$ cat src/rtl/l3_neuron_arbiter.sv
// Round-robin sequencer that time-shares one external combinational neuron
// among NREQ requesters. Each job is ARB (grant + operand capture),
// EVAL (sample ny) and RESP (hold the result until the owner accepts it).
module l3_neuron_arbiter #(
  parameter int NREQ  = 4,
  parameter int N     = 4,
  parameter int WIDTH = 16,
  parameter int ID_W  = 2
) (
  input  logic                      clk,
  input  logic                      rst,
  input  logic [NREQ-1:0]           req_valid,
  output logic [NREQ-1:0]           req_ready,
  input  logic [NREQ*N*WIDTH-1:0]   req_x,
  input  logic [NREQ*N*WIDTH-1:0]   req_w,
  input  logic [NREQ*WIDTH-1:0]     req_b,
  output logic [NREQ-1:0]           rsp_valid,
  input  logic [NREQ-1:0]           rsp_ready,
  output logic [WIDTH-1:0]          rsp_data,
  output logic [ID_W-1:0]           rsp_id,
  output logic [N*WIDTH-1:0]        nx,
  output logic [N*WIDTH-1:0]        nw,
  output logic [WIDTH-1:0]          nb,
  input  logic [WIDTH-1:0]          ny,
  output logic                      busy,
  output logic [15:0]               op_count
);

  typedef enum logic [1:0] {ARB, EVAL, RESP} state_t;

  state_t              state, state_nxt;
  logic [ID_W-1:0]     last;
  logic [ID_W-1:0]     gnt;
  logic                gnt_vld;
  logic [2*NREQ-1:0]   dbl;
  logic [NREQ-1:0]     rot;
  logic [N*WIDTH-1:0]  sel_x, sel_w;
  logic [WIDTH-1:0]    sel_b;
  logic                hs;
  logic                owner_rdy;

  // Rotating-priority search: rotate valids so bit 0 is requester last+1,
  // take the lowest set bit, then mux that requester's operands.
  always_comb begin
    dbl     = {req_valid, req_valid};
    rot     = NREQ'(dbl >> (int'(last) + 1));
    gnt     = '0;
    gnt_vld = 1'b0;
    for (int i = 0; i < NREQ; i++) begin
      if (!gnt_vld && rot[i]) begin
        gnt_vld = 1'b1;
        gnt     = ID_W'((int'(last) + 1 + i) % NREQ);
      end
    end
    sel_x = '0;
    sel_w = '0;
    sel_b = '0;
    for (int i = 0; i < NREQ; i++) begin
      if (gnt == ID_W'(i)) begin
        sel_x = req_x[i*N*WIDTH +: N*WIDTH];
        sel_w = req_w[i*N*WIDTH +: N*WIDTH];
        sel_b = req_b[i*WIDTH +: WIDTH];
      end
    end
  end

  assign hs        = (state == ARB) && gnt_vld;
  // rsp_valid is one-hot on the owner in RESP, so masking filters non-owners.
  assign owner_rdy = |(rsp_ready & rsp_valid);

  // State register
  always_ff @(posedge clk or posedge rst) begin
    if (rst) state <= ARB;
    else     state <= state_nxt;
  end

  // Next-state logic
  always_comb begin
    state_nxt = state;
    case (state)
      ARB:     if (hs) state_nxt = EVAL;
      EVAL:    state_nxt = RESP;
      RESP:    if (owner_rdy) state_nxt = ARB;
      default: state_nxt = ARB;
    endcase
  end

  // Outputs decoded from state: grant only while arbitrating
  always_comb begin
    req_ready = '0;
    if (state == ARB && gnt_vld) req_ready = NREQ'(1) << gnt;
    busy = (state != ARB);
  end

  // Operand capture, result sampling, response retirement and pointer update
  always_ff @(posedge clk or posedge rst) begin
    if (rst) begin
      nx        <= '0;
      nw        <= '0;
      nb        <= '0;
      rsp_data  <= '0;
      rsp_id    <= '0;
      rsp_valid <= '0;
      op_count  <= '0;
      last      <= ID_W'(NREQ - 1);
    end else begin
      case (state)
        ARB: if (hs) begin
          nx     <= sel_x;
          nw     <= sel_w;
          nb     <= sel_b;
          rsp_id <= gnt;
        end
        EVAL: begin
          rsp_data  <= ny;
          rsp_valid <= NREQ'(1) << rsp_id;
        end
        RESP: if (owner_rdy) begin
          rsp_valid <= '0;
          last      <= rsp_id;
          op_count  <= op_count + 16'd1;
        end
        default: ;
      endcase
    end
  end

endmodule

$ cat config.mk
export PLATFORM = sky130hd
export DESIGN_NAME = l3_neuron_arbiter
export DESIGN_NICKNAME = d
export VERILOG_FILES = /design/src/rtl/l3_neuron_arbiter.sv
export SDC_FILE = /design/constraint.sdc
export NUM_CORES = 1
export LEC_CHECK = 0
export CAP_MARGIN = 40
export CORE_AREA = 2 2 309 311
export CTS_CLUSTER_SIZE = 40
export DETAILED_ROUTE_END_ITERATION = 7
export DIE_AREA = 0 0 311 313
export HOLD_SLACK_MARGIN = 0.1
export SLEW_MARGIN = 0
export SYNTH_ARGS = -nofsm -noshare
export SYNTH_HDL_FRONTEND = slang
export SYNTH_SLANG_ARGS = --single-unit
$ cat constraint.sdc
create_clock -name clk -period 6.57 [get_ports clk]
set_input_delay 1.314 -clock clk [delete_from_list [all_inputs] [get_ports clk]]
set_output_delay 1.314 -clock clk [all_outputs]
set_load 0.02 [all_outputs]
# Word-level counts from Yosys, hierarchy flattened
# Cells that the tools add are included.
# word_totals
regBits,186
latchBits,0
mem_bits_rw,0
rom_bits,0
inputBits,602
out_inout_bits,187
elab_cells,67
memories,0
# op_classes
addsub,5
multipliers,0
div,0
n_lt_le_gt_ge,0
n_eq_ne,7
n_shift,3
muxes,26
n_bitwise,1
n_reduce_logical,16
# op_table
operator,n
$mux W64,8
$mux W16,4
$add A16 B1 Y16 const B,1
$mux W2,6
$mux W4,2
$pmux W4 S2,1
$reduce_and A2 Y1,4
$shl A1 B2 Y4 const A,2
$shr A8 B3 Y4,1
$add A2 B2 Y2 const B,3
$eq A2 B2 Y1 const B,3
$pmux W2 S3,1
$and A4 B4 Y4,1
$eq A2 B1 Y1 const B,2
$logic_and A1 B1 Y1,4
$logic_not A2 Y1,2
$mux W1,4
$ne A2 B2 Y1 const B,2
$reduce_bool A2 Y1,2
$reduce_or A4 Y1,1
$add A2 B1 Y3 const B,1
$logic_not A1 Y1,3

# Depth between registers and ports, before layout
# logic_depth
word_depth,17
mapped_depth,8
depth_no_buf,5

# Worst setup path after synthesis
# OpenSTA, ideal clock, no wires.
# synth_timing
kind,input port to output port
start,input port req_valid[3]
end,output port req_ready[2]
t_arrival_ns,2.510
t_required_ns,5.256
path_slack_ns,2.746
path_stages,7
path_buffers,3
cell_sequence,mux2_1 -> nand2_1 -> o211ai_2 -> buf_6 -> buf_8 -> buf_6 -> nor2_1
# synth_between
elab_chain_cells,13
word_cells_on_any_way,18
cone_classes,shift (2); mux (9); reduce/logical (7)
# synth_lines
item,line,source
start: declaration,12,"input logic [NREQ-1:0] req_valid,"
$shr A8 B3 Y4 *,46,rot = NREQ'(dbl >> (int'(last) + 1));
$mux W1,50,if (!gnt_vld && rot[i]) begin
$logic_not A1 Y1,50,
$logic_and A1 B1 Y1,50,
$mux W1,50,
$logic_not A1 Y1,50,
$logic_and A1 B1 Y1,50,
$mux W1,50,
$logic_not A1 Y1,50,
$logic_and A1 B1 Y1,50,
$mux W2 / $mux W1 (equally long branches),50,
$shl A1 B2 Y4 / $logic_and A1 B1 Y1 (equally long branches),91,if (state == ARB && gnt_vld) req_ready = NREQ'(1) << gnt;
$mux W4 *,91,
end: declaration,13,"output logic [NREQ-1:0] req_ready,"
# Every way passes the cells marked *; elsewhere a longest branch is shown, timed or not.

# Worst setup path after layout
# layout_timing
start,input port req_valid[2]
end,output port req_ready[2]
# The elaborated chain is that of the path after synthesis.

==> impl_metrics.ini <==
[place]
gp_congestion = 0.869
portBuffers = 788
dp_hpwl_um = 47500

[setup_path]
crit_type = primary input to primary output
worstPathArrival_ns = 3.61
r2r-start = last[1]
rr_worst_depth = 7
start_kind = primary input
rrSetupSlack_ns = 3.08
worstSetupEndpointType = primary output
required_ns = 5.26
worst-path-max-fanout = 28
r2r_end = nw[52]

[sta]
relSlewSlack_pct = 18.9
fin_crit_ns = 4.92
setup_viol = 0
max_freq_ghz = 0.203
fin_crit_sh_pct = 75.0
fin_skew_ns = 0.0143
slew_viol_final = 0
hold_viol_final = 0
rsz0062_at_grt = false
finalSetupTns_ns = 0
worstMarginPinSlew_ns = 1.22

[yosys]
synth_top_area_share_pct = 43.5
synth_top_area_cell = dfrtp_1
avgSynthCellArea_um2 = 10.8
synth_nets = 1586
synth_compound_area_share_pct = 12.9
muxShareOfSynthArea_pct = 27.5
synth_top_family_by_area = multiplexers
synth_edf_count = 0
syn-instance-count = 983
synth_seq_cells = 186
ys_top_cells_by_count = mux2i_1, nand2_1, dfrtp_1
async_flop_share_pct = 100
synthMostInstantiatedCell = mux2i_1
synth-simple-area-share_pct = 9.17
yosys-top-cells-area = dfrtp_1, mux2i_1, o221ai_1, nand2_1, buf_6
yosysUniqueCellTypes = 38
synth_area_um2 = 10600
ys_warn_count = 0
synth_fa_ha_area_share_pct = 0.118
ys.flop_type = dfrtp_1
synthXorXnorAreaFrac_pct = 1.24
yosysSeqAreaShare_pct = 44.0

[power]
power_leakage_nw = 8.46
seq_power_share_pct = 25.9
ir_worst_vdd_uv = 220
p_clk_share_pct = 14.9
intPower_w = 0.00441
power_w = 0.00794
p_per_area_nw_per_um2 = 390
switching_power_w = 0.00353
switching_share_pct = 44.4
comb_power_share_pct = 59.3

[finish]
fin_nets = 2318
fillCellCount = 10400
register_area_um2 = 4660
drive_above_1_share_pct = 3.13
multi_input_area_um2 = 5420
area_delta_synth_final_pct = 92.2

[die]
coreArea_um2 = 94200
dieArea_um2 = 97300
die_w_um = 311
die_h_um = 313
rows = 113
ios = 789
start_util_pct = 11.2

[global_route]
grt_max_degree = 124
grtUsageTotal_pct = 12.0
grt_pass1_vias = 11500
gr-total-overflow = 0
grt_pass1_wl_um = 83600
antenna_found_initial = 20

[routing]
wire_per_inst_um = 19.9
drt-pass1-iter-count = 5
ant_nets = 0
drc_errors = 0
drt_iter0_markers = 503
viasPerCell = 3.69
num_vias = 11100
routed_wl_um = 59600

[cts]
cts_buffer_depth = 2
htreeDepth = 4
cts_num_sinks = 186
root_buffer = clkbuf_16
cts_resized = 0
postCtsSetupBuffers = 0
cts-hold-fix-buffers = 0
cts_made_buffers = 17
clk_latency_ns = 0.52
path_clk_slew_ns = 0.09
cts_tree = yes

[hold_path]
holdPathEnd = rsp_data[1]
hp-start = rsp_data[1]
hp-class = flop to flop
hold_path_depth = 2

[run]
drv_cap = 0

[outcome]
outcome = finished, final reports clean
-- power by group through the flow --
stage | clock, W | combinational (W) | sequential [W]
floorplan | 0 | 0.00208 | 0.00261
global placement | 0 | 0.00472 | 0.00206
detailed placement | 0 | 0.00476 | 0.00206
CTS | 0.00125 | 0.00477 | 0.00206
global route | 0.00128 | 0.00505 | 0.00212
finish | 0.00118 | 0.00470 | 0.00205
-- area by class of cell --
| class | count | share of cell area (%) |
|---|---|---|
| Sequential cell | 186 | 22.9 |
| Clock buffer | 17 | 2.09 |
| Tap cell | 1265 | 7.78 |
| Multi-Input combinational cell | 707 | 26.6 |
| Clock inverter | 15 | 1.05 |
| Inverter | 3 | 0.0922 |
| Timing Repair Buffer | 800 | 39.4 |
| Antenna cell | 4 | 0.0492 |
-- critical path, cell delays in order --
cell and delay (ns):
clkdlybuf4s50_1 0.53, nor4_1 0.32, or2_4 0.38, or2_4 0.43, nor2_1 0.07, clkdlybuf4s50_1 0.56
-- placed cells by master, fill, tap and decap left out, types with 5 or more instances in the layout --
cell type / netlist / routed
o21ai_0: 6 / 6
clkbuf_16: 0 / 17
clkinv_8: 0 / 5
inv_8: 0 / 7
dfrtp_1: 184 / 184
nor2_1: 5 / 5
o221ai_1: 144 / 144
xnor2_1: 12 / 12
clkdlybuf4s50_1: 0 / 788
buf_4: 10 / 8
nand3_1: 8 / 8
nand2_1: 207 / 206
mux2i_1: 288 / 288
and3_1: 5 / 5
-- state kept, by name (all words and copies together) (netlist names) --
register	cells
nw	64
nx	64
nb	16
op_count	16
rsp_data	16
rsp_valid	4
last	2
rsp_id	2
state	2
-- worst max path at each step --
stage	start	end	slack (ns)	depth (start not counted)
6_report	req_valid[2]	req_ready[2]	1.65	6
5_1_grt	req_valid[2]	req_ready[3]	1.47	6
4_1_cts	req_valid[2]	req_ready[2]	1.62	6
3_5_place_dp	req_valid[1]	nw[52]	1.63	8
3_3_place_gp	req_valid[2]	req_ready[2]	1.61	6
2_1_floorplan	rst	nb[0]	0.20	1
-- per-layer routing --
| layer | GRT usage, % | up-vias | routed length, um |
|---|---|---|---|
| met5 | 0 | - | 147 |
| met3 | 6.56 | 59 | 6970 |
| met1 | 13.9 | 5317 | 24400 |
| met2 | 18.4 | 503 | 26700 |
| li1 | - | 5163 | - |
| met4 | 4.25 | 22 | 1420 |
-- logic make-up (layout without fill, tap and decap cells) --
group,after synthesis,in the layout
muxes,291,291
and+or+nand+nor,240,240
DFF,186,186
AOI/OAI and AO/OA,160,160
buffers and inverters,90,835
xor gates and xnor gates,15,15
adders and majority gates,1,1
other,0,4
-- stage by stage --
step                instances  hold WS, ns  utilization [%]  setup slack, ns  instance area [um2]
global placement         2961        0.458             20.9             1.61                19700
finish                   2997        0.483             21.6             1.65                20400
detailed placement       2961        0.466             20.9             1.63                19700
floorplan                 983        0.514                -            0.202                10600
global route             2995        0.506             21.6             1.47                20300
CTS                      2993        0.488             21.6             1.62                20300
Power figures use the tool's default switching activity.
